File: config.mk
export PLATFORM = sky130hd
export DESIGN_NAME = fifo_wr_arbiter_flat
export DESIGN_NICKNAME = d
export VERILOG_FILES = /design/src/rtl/fifo_wr_arbiter_if.sv /design/src/rtl/fifo_wr_arbiter.sv /design/src/flat_wrapper.sv
export SDC_FILE = /design/constraint.sdc
export NUM_CORES = 1
export LEC_CHECK = 0
export ABC_AREA = 1
export BUFFER_PORTS_ARGS = -buffer_cell sky130_fd_sc_hd__buf_4
export CAP_MARGIN = 20
export CORE_MARGIN = 2
export CORE_UTILIZATION = 30
export DETAILED_ROUTE_END_ITERATION = 8
export SYNTH_ARGS = -nofsm -noshare
export SYNTH_HDL_FRONTEND = slang
export SYNTH_SLANG_ARGS = --single-unit
File: constraint.sdc
create_clock -name wr_clk_i -period 5.9 [get_ports wr_clk_i]
set_input_delay 0.295 -clock wr_clk_i [delete_from_list [all_inputs] [get_ports wr_clk_i]]
set_output_delay 0.295 -clock wr_clk_i [all_outputs]
set_load 0.05 [all_outputs]
File: src/rtl/fifo_wr_arbiter_if.sv
// Write-side bundle between the requesters, the arbiter and the async FIFO write port.
// The slave modport is the arbiter's view; master is the requester/FIFO side.
interface fifo_wr_arbiter_if #(
  parameter int NUM_REQ = 4,
  parameter int DATA_W  = 8
);
  localparam int OW = (NUM_REQ > 1) ? $clog2(NUM_REQ) : 1;

  logic [NUM_REQ-1:0]        req_i;
  logic [NUM_REQ*DATA_W-1:0] data_i;
  logic [NUM_REQ-1:0]        last_i;
  logic [NUM_REQ-1:0]        gnt_o;
  logic                      fifo_wr_en_o;
  logic [DATA_W-1:0]         fifo_wdata_o;
  logic                      fifo_full_i;
  logic                      fifo_almost_full_i;
  logic                      fifo_wr_ack_i;
  logic                      fifo_overflow_i;
  logic [OW-1:0]             owner_o;
  logic                      busy_o;
  logic                      err_o;

  modport slave (
    input  req_i, data_i, last_i,
    input  fifo_full_i, fifo_almost_full_i, fifo_wr_ack_i, fifo_overflow_i,
    output gnt_o, fifo_wr_en_o, fifo_wdata_o, owner_o, busy_o, err_o
  );

  modport master (
    output req_i, data_i, last_i,
    output fifo_full_i, fifo_almost_full_i, fifo_wr_ack_i, fifo_overflow_i,
    input  gnt_o, fifo_wr_en_o, fifo_wdata_o, owner_o, busy_o, err_o
  );
endinterface

File: src/rtl/fifo_wr_arbiter.sv
// Round-robin burst arbiter for the async FIFO write port; one bubble cycle per grant, then 1 beat/cycle.
// fifo_full stalls the owner in place (grant combinational, same cycle); almost-full gates new bursts.
module fifo_wr_arbiter #(
  parameter int NUM_REQ   = 4,
  parameter int DATA_W    = 8,
  parameter int MAX_BURST = 4,
  parameter bit AF_GATE   = 1'b1
) (
  input  logic              wr_clk_i,
  input  logic              a_rst_i,
  fifo_wr_arbiter_if.slave  bus
);
  localparam int OW = (NUM_REQ > 1) ? $clog2(NUM_REQ) : 1;
  localparam int CW = $clog2(MAX_BURST + 1);

  typedef enum logic {IDLE, BURST} state_t;

  state_t             state, state_nxt;
  logic [OW-1:0]      owner, owner_nxt, winner, idx;
  logic [CW-1:0]      beat_cnt, beat_cnt_nxt;
  logic               ptr_vld, ptr_vld_nxt;
  logic               found;
  int                 start_idx;
  logic               accept;
  logic [NUM_REQ-1:0] gnt;
  logic [DATA_W-1:0]  wdata;
  logic               exp_ack;
  logic               err;

  // Until the first grant after reset the search starts at 0 rather than owner+1.
  always_comb begin
    winner    = '0;
    idx       = '0;
    found     = 1'b0;
    start_idx = ptr_vld ? ((int'(owner) + 1) % NUM_REQ) : 0;
    for (int i = 0; i < NUM_REQ; i++) begin
      idx = OW'((start_idx + i) % NUM_REQ);
      if (!found && bus.req_i[idx]) begin
        found  = 1'b1;
        winner = idx;
      end
    end
  end

  always_comb begin
    state_nxt    = state;
    owner_nxt    = owner;
    beat_cnt_nxt = beat_cnt;
    ptr_vld_nxt  = ptr_vld;
    accept       = 1'b0;
    gnt          = '0;
    wdata        = '0;
    case (state)
      IDLE: begin
        if (found && !(AF_GATE && bus.fifo_almost_full_i)) begin
          state_nxt    = BURST;
          owner_nxt    = winner;
          beat_cnt_nxt = '0;
          ptr_vld_nxt  = 1'b1;
        end
      end
      BURST: begin
        wdata      = bus.data_i[owner*DATA_W +: DATA_W];
        accept     = bus.req_i[owner] && !bus.fifo_full_i;
        gnt[owner] = accept;
        // A full FIFO freezes everything, including an abandon by the owner.
        if (!bus.fifo_full_i) begin
          if (!bus.req_i[owner]) begin
            state_nxt = IDLE;
          end else begin
            beat_cnt_nxt = beat_cnt + CW'(1);
            if (bus.last_i[owner] || beat_cnt_nxt == CW'(MAX_BURST))
              state_nxt = IDLE;
          end
        end
      end
      default: state_nxt = IDLE;
    endcase
  end

  always_ff @(posedge wr_clk_i or negedge a_rst_i) begin
    if (!a_rst_i) begin
      state    <= IDLE;
      owner    <= '0;
      beat_cnt <= '0;
      ptr_vld  <= 1'b0;
      exp_ack  <= 1'b0;
      err      <= 1'b0;
    end else begin
      state    <= state_nxt;
      owner    <= owner_nxt;
      beat_cnt <= beat_cnt_nxt;
      ptr_vld  <= ptr_vld_nxt;
      exp_ack  <= accept;
      err      <= err | (bus.fifo_wr_ack_i != exp_ack) | bus.fifo_overflow_i;
    end
  end

  assign bus.gnt_o        = gnt;
  assign bus.fifo_wr_en_o = accept;
  assign bus.fifo_wdata_o = wdata;
  assign bus.owner_o      = owner;
  assign bus.busy_o       = (state == BURST);
  assign bus.err_o        = err;
endmodule
File: src/flat_wrapper.sv
// flat-port wrapper written by rule: the top's interface ports become plain ports
module fifo_wr_arbiter_flat 
#(
  parameter int NUM_REQ   = 4,
  parameter int DATA_W    = 8,
  parameter int MAX_BURST = 4,
  parameter bit AF_GATE   = 1'b1
)
  (wr_clk_i, a_rst_i, bus_req_i, bus_data_i, bus_last_i, bus_fifo_full_i, bus_fifo_almost_full_i, bus_fifo_wr_ack_i, bus_fifo_overflow_i, bus_gnt_o, bus_fifo_wr_en_o, bus_fifo_wdata_o, bus_owner_o, bus_busy_o, bus_err_o);
  fifo_wr_arbiter_if #(.NUM_REQ(NUM_REQ), .DATA_W(DATA_W)) bus_i ();
  input  logic wr_clk_i;
  input  logic a_rst_i;
  input wire logic [$bits(bus_i.req_i)-1:0] bus_req_i;
  input wire logic [$bits(bus_i.data_i)-1:0] bus_data_i;
  input wire logic [$bits(bus_i.last_i)-1:0] bus_last_i;
  input wire logic [$bits(bus_i.fifo_full_i)-1:0] bus_fifo_full_i;
  input wire logic [$bits(bus_i.fifo_almost_full_i)-1:0] bus_fifo_almost_full_i;
  input wire logic [$bits(bus_i.fifo_wr_ack_i)-1:0] bus_fifo_wr_ack_i;
  input wire logic [$bits(bus_i.fifo_overflow_i)-1:0] bus_fifo_overflow_i;
  output wire logic [$bits(bus_i.gnt_o)-1:0] bus_gnt_o;
  output wire logic [$bits(bus_i.fifo_wr_en_o)-1:0] bus_fifo_wr_en_o;
  output wire logic [$bits(bus_i.fifo_wdata_o)-1:0] bus_fifo_wdata_o;
  output wire logic [$bits(bus_i.owner_o)-1:0] bus_owner_o;
  output wire logic [$bits(bus_i.busy_o)-1:0] bus_busy_o;
  output wire logic [$bits(bus_i.err_o)-1:0] bus_err_o;
  assign bus_i.req_i = bus_req_i;
  assign bus_i.data_i = bus_data_i;
  assign bus_i.last_i = bus_last_i;
  assign bus_i.fifo_full_i = bus_fifo_full_i;
  assign bus_i.fifo_almost_full_i = bus_fifo_almost_full_i;
  assign bus_i.fifo_wr_ack_i = bus_fifo_wr_ack_i;
  assign bus_i.fifo_overflow_i = bus_fifo_overflow_i;
  assign bus_gnt_o = bus_i.gnt_o;
  assign bus_fifo_wr_en_o = bus_i.fifo_wr_en_o;
  assign bus_fifo_wdata_o = bus_i.fifo_wdata_o;
  assign bus_owner_o = bus_i.owner_o;
  assign bus_busy_o = bus_i.busy_o;
  assign bus_err_o = bus_i.err_o;
  fifo_wr_arbiter #(.NUM_REQ(NUM_REQ), .DATA_W(DATA_W), .MAX_BURST(MAX_BURST), .AF_GATE(AF_GATE)) u_core (.wr_clk_i(wr_clk_i), .a_rst_i(a_rst_i), .bus(bus_i));
endmodule
# After elaboration in Yosys (flattened, before gate mapping)
# Cells that the tools add are included.
# Widths: inputs -> output; s select.
# op_classes
shifts,1
eq_ne,5
addsub,5
reduce_logical,14
mux,35
bitwise,4
n_lt_le_gt_ge,6
# ops
cell,count
$shiftx 32x6->8,1
$mux 1,16
$lt 2x3->1 const B,5
$bmux 1 s2,6
$mux 2,5
$mux 3,3
$mux 8,1
$logic_and 1x1->1,6
$pmux 3 s2,1
$logic_not 1->1,5
$add 2x1->2 const B,2
$add 2x2->2 const B,2
$and 4x4->4,1
$mux 4,1
$ne 2x2->1 const B,2
$add 3x1->3 const B,1
$eq 3x3->1 const B,1
$reduce_and 3->1,1
$demux 1 s2,1
$ge 2x1->1 const B,1
$ne 2x1->1 const B,1
$or 1x1->1,2
$pmux 1 s2,1
$reduce_and 2->1,1
3 further kinds,3
# totals
reg_bits,9
out_inout_bits,17
in_bits,46
elab_cells,76

# Depth between registers and ports, before layout
# Gate-level depths: netlist of run 1.
# depth
depth_word,17
depth_mapped,15
depth_no_buf,13

# Worst setup path after synthesis of run 1
# No wires, ideal clock.
# synth_timing
path_kind,flip-flop to output port
from,register u_core.owner[0] (netlist: u_core.bus.owner_o[0])
to,output port bus_gnt_o[0]
slack_ns,2.791
required_time_ns,5.605
path_buffers,1
arrival_ns,2.814
stages_incl_launch_ff,10
path_cell_list,dfrtp_1 > inv_2 > buf_6 > a21oi_1 > o21ai_1 > nand2_1 > nand2_1 > nor2_1 > inv_2 > nor2_1
# synth_via
elab_chain_cells,6
elab_cells_between_ends,10
cone_classes,order compare (2); mux (5); bitwise (1); reduce/logical (2)
# synth_rtl
item,line,source
start: declaration,fifo_wr_arbiter.sv:19,"logic [OW-1:0] owner, owner_nxt, winner, idx;"
start signal: assignment,fifo_wr_arbiter.sv:91,owner <= owner_nxt;
$lt 2x3->1 (implied by the code) / $ge 2x1->1 (equally long branches),fifo_wr_arbiter.sv:65,gnt[owner] = accept;
$logic_and 1x1->1 (implied by the code),fifo_wr_arbiter.sv:65,
$mux 1 (implied by the code),fifo_wr_arbiter.sv:65,
$demux 1 s2,--,
$and 4x4->4 (no line) (*),--,
$mux 4 (*),fifo_wr_arbiter.sv:53,case (state)
end: declaration,flat_wrapper.sv:20,output wire logic [$bits(bus_i.gnt_o)-1:0] bus_gnt_o;
# Mark *: on every way between the ends. The rest lies on a longest branch, timed or not. The select of a mux whose other input is x is not followed.

# Worst setup path after layout of run 1
# layout_timing
from,register u_core.owner[0] (netlist: u_core.bus.owner_o[0])
to,output port bus_gnt_o[3]
# The elaborated chain is that of the path after synthesis.

==> results of run 1 <==
cell usage after synthesis:
master and number:
o21ai_1 1, nand2_1 42, nand3_2 2, nand2_4 1
nor3_1 1, nand2_2 5, nand4_1 2, or2_1 1
clkinv_1 1, clkbuf_1 4, a211oi_1 1, o21ai_0 23
inv_1 16, nand4_4 1, dfrtp_1 9, o211ai_1 1
nand3_1 12, nor2_1 42, o221ai_1 1, buf_2 2
xor2_1 1, buf_6 2, a21oi_1 10, inv_2 3
ha_1 6
layer usage:
metal	vias up	GRT usage [%]	routed length (um)
li1	727	-	-
met1	571	18.6	1380
met2	28	27.8	1640
met3	4	1.56	135
met4	0	4.52	38
met5	-	0	0
registers in the layout (all words and copies together) (netlist names):
name,count
u_core.bus.owner_o,2
u_core.bus.err_o,1
u_core.bus.busy_o,1
u_core.beat_cnt,3
u_core.ptr_vld,1
u_core.exp_ack,1
kinds of logic after synthesis:
| family | after synthesis | synth area share (%) |
|---|---|---|
| AO/OA/AOI/OAI | 37 | 17.5 |
| adder cells (fa/ha/maj) | 6 | 6.77 |
| buffers and inverters | 28 | 11.1 |
| AND/OR/NAND/NOR | 109 | 43.6 |
| flip-flops | 9 | 20.3 |
| XOR/XNOR | 1 | 0.790 |
final cells by class:
cell class	instances	area [sq um]
Sequential cell	9	225
Tap cell	48	60.1
Clock inverter	1	5.00
Inverter	20	75.1
Fill cell	416	1960
Multi-Input combinational cell	153	761
Timing Repair Buffer	63	475
Clock buffer	3	41.3
stage by stage:
step,utilization (%),setup slack [ps],instance area (sq um),hold WS [ps],std cells
6_report,45.6,2960,1640,239,297
5_1_grt,45.6,2700,1640,240,297
4_1_cts,45.6,2940,1640,238,297
3_5_place_dp,44.0,3120,1590,124,292
3_3_place_gp,44.0,3150,1590,125,292
2_1_floorplan,-,2790,1110,-0.591,190
power by group through the flow:
stage          Sequential [W]  Clock (W)  Combinational [W]
2_1_floorplan        0.000138          0           0.000540
3_3_place_gp         0.000134          0           0.000710
3_5_place_dp         0.000133          0           0.000713
4_1_cts              0.000133  0.0000745           0.000715
5_1_grt              0.000139  0.0000778           0.000790
6_report             0.000132  0.0000721           0.000708
critical path, stage by stage (launching register included):
cell	delay (ps)
dfrtp_1	830
inv_2	400
a21oi_1	220
o21ai_1	80
nand2_1	110
nand2_1	100
nor2_1	260
inv_2	100
nor2_1	100
buf_4	200
path summary, 6_finish.rpt:
path / endpoint / startpoint / slack, ps
max in group asynchronous: u_core.beat_cnt[1] / a_rst_i / 5340
worst min register to register: u_core.beat_cnt[2] / u_core.beat_cnt[2] / 490
worst max-delay path: bus_gnt_o[3] / u_core.bus.owner_o[0] / 2960
worst min-delay path: u_core.bus.err_o / bus_fifo_wr_ack_i / 240
worst max register to register: u_core.ptr_vld / u_core.bus.owner_o[0] / 3110
min in group asynchronous: u_core.exp_ack / a_rst_i / 430
==> key figures, run 1 <==
STA
  • Post-route setup TNS: 0 ps
  • Min Clock Period, post-route: 2940 ps
  • Worst Max-Slew Pin Slew: 759 ps
  • Max-slew violation count: 0
  • Setup Viol. Count Final: 0
  • Final critical-path share of the clock period: 49.8%
  • RSZ-0062 raised after global routing: false
  • Rel. slew slack: 49.4%
  • Worst Skew: 3.64 ps
  • Fin. Hold Viols: 0
  • Fmax: 0.340 GHz

Layout
  • Most frequent cells in the layout: 62 x buf_4, 42 x nand2_1, 42 x nor2_1
  • Commonest non-fill, non-tap cell in the layout: buf_4
  • Final net count: 302
  • P&R area growth vs syn: 48.2%
  • N_diodes: 0
  • Layout cells sized above 1: 31.3%

Synth
  • Library cells used by synthesis: 25
  • Mapped cell area: 1110 sq um
  • Largest cells by area after synthesis: dfrtp_1 20%, nand2_1 14%, nor2_1 14%, o21ai_0 10%, ha_1 6.8%
  • Syn nets: 242
  • Area share of the largest cell type after synthesis: 20.3%
  • Synthesis-stage register bit count: 9
  • Cell taking the most area after synthesis: dfrtp_1
  • Synth warn: 0
  • Synthesized area per cell: 5.83 sq um
  • Sequential area share after synthesis: 20.3%
  • Cells after Synth: 190

Floorplan
  • Initial cell density of the core: 30.7%
  • Die width: 64.8 um
  • Die H: 64.8 um
  • Io pins: 63
  • Die Footprint: 4200 sq um
  • Rows: 22
  • Core area: 3610 sq um

Clock tree
  • Gates resized, CTS repair: 0
  • # H-tree levels: 1
  • Num Clock Sinks: 9
  • Hold Buf Count CTS: 1
  • Clock-pin slew on the worst setup and hold paths: 50 ps
  • Total CTS buffers: 3
  • CTS Buffer Depth: 2
  • Post-CTS Setup Repair Bufs: 0
  • Root Buffer: clkbuf_8
  • Skew-Pair Late Insertion Delay: 240 ps
  • CTS tree: built

GRT
  • Largest net degree at the start of global routing: 32
  • Initial antenna violation count: 0
  • GR Util All Layers: 15.2%
  • First-pass GRT wire length: 5210 um
  • Gr ovfl total: 0
  • Vias in the first global route: 1,245

Detailed routing
  • # DRC: 0
  • Post-DRT Antenna Nets: 0
  • Drt first pass iters: 4
  • Post-detailed-routing wire length: 3200 um
  • Vias: 1,330
  • Starting DRC count in detailed routing: 78
  • Drt wl/cell: 10.8 um
  • Via density: 4.48

Power
  • PwrDens: 555 nW/um^2
  • Max IR drop VDD: 0.304 mV
  • Sw power: 0.000558 W
  • Switching Share: 61.2%
  • Logic gate share of total power: 77.6%
  • Clock power frac: 7.9%
  • Leak Pwr: 0.886 nW
  • Internal power: 0.000354 W
  • Tot Pwr: 0.000912 W
  • Flop pwr share: 14.5%

Worst setup path
  • Critical path required time: 5610 ps
  • Crit Path Class: reg2out
  • Startpoint types: flop
  • CP arrival: 2650 ps
  • FF-to-FF path depth: 10
  • Critical path endpoint category: output pin
  • CP Max Fanout: 31

Placement
  • DP Wirelength: 2530 um
  • Port buffer count: 62
  • Placer Congestion: 0.835

Outcome
  • Status: finished clean

Hold path
  • Tightest Hold Check Type: in2reg
  • Min-Delay Path Depth: 2

Flow run
  • Max Cap Violations: 0
Power figures use the tool's default switching activity.
==> run 2, diff against run 1 <==
==> constraint.sdc (replaced) <==
create_clock -name wr_clk_i -period 2.6 [get_ports wr_clk_i]
set_input_delay 0.13 -clock wr_clk_i [delete_from_list [all_inputs] [get_ports wr_clk_i]]
set_output_delay 0.13 -clock wr_clk_i [all_outputs]
set_load 0.05 [all_outputs]
==> key figures, run 2 (same netlist as run 1, synthesis figures left out) <==
Clock tree
  • Total CTS buffers: 3
  • # H-tree levels: 1
  • CTS tree: built
  • CTS Buffer Depth: 2
  • Skew-Pair Late Insertion Delay: 230 ps
  • Clock-pin slew on the worst setup and hold paths: 40 ps
  • Num Clock Sinks: 9
  • Gates resized, CTS repair: 0
  • Root Buffer: clkbuf_8

Placement
  • DP Wirelength: 2560 um
  • Placer Congestion: 0.841
  • Placement Cell Area: 1620 sq um
  • Port buffer count: 62

STA
  • Fmax: 0.494 GHz
  • Final critical-path share of the clock period: 77.9%
  • Worst Skew: 2.97 ps
  • Min Clock Period, post-route: 2020 ps
  • Fin. Hold Viols: 0
  • Worst Max-Slew Pin Slew: 364 ps
  • Min Hold Slack: 87.6 ps
  • Setup Viol. Count Final: 0
  • RSZ-0062 raised after global routing: false
  • Max-slew violation count: 0
  • Rel. slew slack: 75.7%

Worst setup path
  • Startpoint types: flop
  • CP Max Fanout: 24
  • CP arrival: 1890 ps
  • Critical path required time: 2470 ps
  • CP max stage delay: 380 ps
  • Critical path's slowest cell: dfrtp_1
  • Crit Path Class: reg2out
  • Kind of cell adding the most delay to the critical path: buffers and inverters
  • Crit-path cells: buf_4, a21oi_1, o21ai_0, nand2_1, nand2_1, nor2_2, inv_2, nor2_1, buf_4
  • Critical path endpoint category: output pin
  • WP buf/inv: 3

Detailed routing
  • # DRC: 0
  • Post-detailed-routing wire length: 3320 um
  • Vias: 1,362
  • Starting DRC count in detailed routing: 96
  • Drt first pass iters: 4
  • Post-DRT Antenna Nets: 0
  • Via density: 4.52
  • Drt wl/cell: 11.0 um

Layout
  • Sequential cell area: 225 sq um
  • Top reg by flops: u_core.beat_cnt
  • N_diodes: 0
  • P&R area growth vs syn: 51.0%
  • Most frequent cells in the layout: 66 x buf_4, 42 x nand2_1, 41 x nor2_1
  • Final std cell area, no fill: 1670 sq um
  • Area of the multi-input gates: 763 sq um
  • Fillers: 411
  • Commonest non-fill, non-tap cell in the layout: buf_4
  • Max FFs per register: 3
  • Layout cells sized above 1: 32.4%
  • Final net count: 306

GRT
  • Vias in the first global route: 1,183
  • Initial antenna violation count: 0
  • Gr ovfl total: 0
  • GR Util All Layers: 15.8%
  • First-pass GRT wire length: 5340 um
  • Largest net degree at the start of global routing: 25

Floorplan
  • Io pins: 63
  • Die Footprint: 4200 sq um
  • Rows: 22
  • Core area: 3610 sq um
  • Die H: 64.8 um
  • Die width: 64.8 um
  • Initial cell density of the core: 30.7%

Power
  • Clock power frac: 7.5%
  • Switching Share: 60.4%
  • Internal power: 0.000844 W
  • Logic gate share of total power: 81.8%
  • Max IR drop VDD: 0.572 mV
  • Sw power: 0.00129 W
  • PwrDens: 1270 nW/um^2
  • Leak Pwr: 0.902 nW
  • Flop pwr share: 10.6%

Hold path
  • Tightest Hold Check Type: in2reg

Flow run
  • Max Cap Violations: 0

Outcome
  • Status: finished clean
## run 2: final timing paths
path | from | end | slack (ps) | cells past startpoint
max | u_core.bus.owner_o[0] | bus_gnt_o[0] | 580 | 9
min | bus_fifo_wr_ack_i | u_core.bus.err_o | 90 | 2
max reg2reg | u_core.bus.owner_o[0] | u_core.ptr_vld | 640 | 11
min reg2reg | u_core.bus.err_o | u_core.bus.err_o | 490 | 2
max in group asynchronous | a_rst_i | u_core.bus.err_o | 2200 | 2
min in group asynchronous | a_rst_i | u_core.bus.busy_o | 270 | 2
## run 2: per-layer routing
metal	global-route usage [%]	wire length (um)	vias to the layer above
met5	0	0	-
li1	-	-	734
met4	2.93	0	0
met3	2.95	137	0
met1	22.6	1590	596
met2	24.7	1590	32
## run 2: what timing repair did
item	4_1_cts	5_1_grt
hold endpoints to repair	9	0
buffers inserted	0	0
hold buffers	1	0
## run 2: area by class of cell
| cell class | instances | share of cell area [%] |
|---|---|---|
| clock buffer | 4 | 2.69 |
| inverter | 20 | 4.48 |
| multi-input combinational | 153 | 45.6 |
| sequential | 9 | 13.5 |
| tap | 48 | 3.59 |
| timing repair buffer | 67 | 30.2 |
## run 2: power by group through the flow
stage          Combinational [W]  Sequential (W)  Clock, W
2_1_floorplan            0.00123        0.000314         0
3_3_place_gp             0.00175        0.000228         0
3_5_place_dp             0.00175        0.000228         0
4_1_cts                  0.00176        0.000227  0.000166
5_1_grt                  0.00194        0.000231  0.000176
6_report                 0.00174        0.000227  0.000161
## run 2: worst reg2reg max path, cell delays in order, from the launching register on
cell	delay, ps
dfrtp_1	380
inv_2	190
ha_1	310
nand2_1	180
nand2_1	90
nand2_2	80
nand2_1	50
nand2_1	110
nand4_4	120
nand2_4	90
inv_2	40
or2_1	190
## run 2: stage by stage
step,std cells,total power [W],util [%],setup TNS [ps],setup slack [ps]
floorplan,190,0.00154,-,-311,-77.6
global placement,296,0.00198,44.9,0,679
detailed placement,296,0.00198,44.9,0,640
CTS,301,0.00215,46.4,0,562
global route,301,0.00235,46.4,0,370
finish,301,0.00213,46.4,0,576
==> run 3, diff against run 2 <==
==> constraint.sdc (replaced) <==
create_clock -name wr_clk_i -period 1.6 [get_ports wr_clk_i]
set_input_delay 0.08 -clock wr_clk_i [delete_from_list [all_inputs] [get_ports wr_clk_i]]
set_output_delay 0.08 -clock wr_clk_i [all_outputs]
set_load 0.05 [all_outputs]
==> key figures, run 3 (same netlist as run 1, synthesis figures left out) <==
Outcome
  • Failing checks: negative setup slack
  • Status: finished with violations

Placement
  • DP Worst Slack: -86.7 ps
  • Port buffer count: 62
  • Placer Congestion: 0.819
  • DP Wirelength: 2630 um

Detailed routing
  • Drt first pass iters: 4
  • Post-detailed-routing wire length: 3730 um
  • Drt wl/cell: 11.5 um
  • Post-DRT Antenna Nets: 0
  • Vias: 1,498
  • Via density: 4.62
  • # DRC: 0
  • Starting DRC count in detailed routing: 38

GRT
  • Gr ovfl total: 0
  • Vias in the first global route: 1,416
  • GR Util All Layers: 18.1%
  • Initial antenna violation count: 0
  • Largest net degree at the start of global routing: 16
  • First-pass GRT wire length: 6220 um

Floorplan
  • Initial cell density of the core: 30.7%
  • Rows: 22
  • Die Footprint: 4200 sq um
  • Core area: 3610 sq um
  • Die H: 64.8 um
  • Io pins: 63
  • Die width: 64.8 um

Power
  • Internal power: 0.00218 W
  • Flop pwr share: 8.1%
  • Sw power: 0.00262 W
  • Leak Pwr: 1.07 nW
  • Logic gate share of total power: 86.5%
  • Switching Share: 54.6%
  • PwrDens: 2250 nW/um^2
  • Clock power frac: 5.4%
  • Max IR drop VDD: 0.982 mV
  • Tot Pwr: 0.00480 W

STA
  • Fin. Hold Viols: 0
  • Worst Skew: 3.79 ps
  • Setup Viol. Count Final: 17
  • RSZ-0062 raised after global routing: true
  • Post-route setup TNS: -922 ps
  • Fmax: 0.583 GHz
  • Final critical-path share of the clock period: 107%
  • Worst Max-Slew Pin Slew: 397 ps
  • Min Clock Period, post-route: 1710 ps
  • Rel. slew slack: 73.4%
  • Max-slew violation count: 0
  • Min setup slack post-route: -115 ps

Clock tree
  • Clock-pin slew on the worst setup and hold paths: 40 ps
  • Num Clock Sinks: 9
  • Total CTS buffers: 3
  • CTS Buffer Depth: 2
  • CTS tree: built
  • # H-tree levels: 1
  • Root Buffer: clkbuf_8
  • Skew-Pair Late Insertion Delay: 230 ps

Worst setup path
  • CP arrival: 1820 ps
  • Critical path endpoint category: flop
  • Crit Path Class: reg2reg
  • Reg2Reg Setup Slack: -110 ps
  • Crit-path cells: inv_4, ha_4, nand2_4, nand2_2, nand2_2, nand2_2, nand2_4, nand4_4, nand2_4, inv_2, or2_1
  • CP max stage delay: 420 ps
  • Startpoint types: flop
  • CP Max Fanout: 4
  • Critical path's slowest cell: dfrtp_2
  • Critical path required time: 1710 ps

Layout
  • Top reg by flops: u_core.beat_cnt
  • Layout cells sized above 1: 50.7%
  • Fillers: 348
  • Most frequent cells in the layout: 73 x buf_4, 37 x nor2_1, 29 x nand2_1
  • N_diodes: 0
  • Max FFs per register: 3
  • Final net count: 329
  • P&R area growth vs syn: 92.4%
  • Commonest non-fill, non-tap cell in the layout: buf_4

Hold path
  • Tightest Hold Check Type: in2reg

Flow run
  • Max Cap Violations: 0
-- run 3: layer usage --
layer	global-route usage, %	share of wire (%)	up-vias
met4	3.19	1.0	0
li1	-	-	784
met5	0	0	-
met2	30.8	48	52
met3	4.69	8.5	4
met1	23.3	43	658
-- run 3: critical path, delay by kind of cell, from the launching register on --
kind	cells	cell delay (ps)
AND/OR/NAND/NOR	8	830
buffers and inverters	2	130
adder cells (fa/ha/maj)	1	220
flip-flops	1	420
-- run 3: stage by stage --
stage / hold WS, ps / std cells / cell area, sq um / utilization (%)
after CTS: 49.3 / 322 / 2060 / 57.3
after detailed placement: -88.6 / 306 / 1800 / 49.9
final: 50.2 / 324 / 2130 / 59.2
after global routing: 56.6 / 324 / 2130 / 59.2
after global placement: -89.1 / 306 / 1800 / 49.9
after floorplan: -216 / 190 / 1210 / -
-- run 3: worst paths after layout --
check,from,endpoint,cells past startpoint
max reg2reg,u_core.bus.owner_o[0],u_core.ptr_vld,11
min reg2reg,u_core.beat_cnt[2],u_core.beat_cnt[2],2
max in group asynchronous,a_rst_i,u_core.bus.owner_o[1],2
min,bus_fifo_wr_ack_i,u_core.bus.err_o,2
max,u_core.bus.owner_o[0],u_core.ptr_vld,11
min in group asynchronous,a_rst_i,u_core.beat_cnt[0],2
-- run 3: cell type report --
| type | count | area, sq um | share of cell area [%] |
|---|---|---|---|
| inverter | 20 | 80.1 | 3.75 |
| timing repair buffer | 90 | 767 | 36.0 |
| sequential | 9 | 228 | 10.7 |
| clock buffer | 4 | 45.0 | 2.11 |
| tap | 48 | 60.1 | 2.82 |
| multi-input combinational | 153 | 953 | 44.7 |
-- run 3: power groups by stage --
| stage | Clock [W] | Combinational [W] | Sequential, W |
|---|---|---|---|
| 2_1_floorplan | 0 | 0.00226 | 0.000518 |
| 3_3_place_gp | 0 | 0.00329 | 0.000381 |
| 3_5_place_dp | 0 | 0.00329 | 0.000379 |
| 4_1_cts | 0.000266 | 0.00385 | 0.000385 |
| 5_1_grt | 0.000282 | 0.00453 | 0.000401 |
| 6_report | 0.000257 | 0.00416 | 0.000390 |
-- run 3: repair_timing --
action,4_1_cts,5_1_grt
pin swaps,8,9
endpoints found under the setup margin,19,20
gates resized for setup,37,14
buffers inserted,11,2
hold endpoints to repair,9,0
hold buffers,1,0
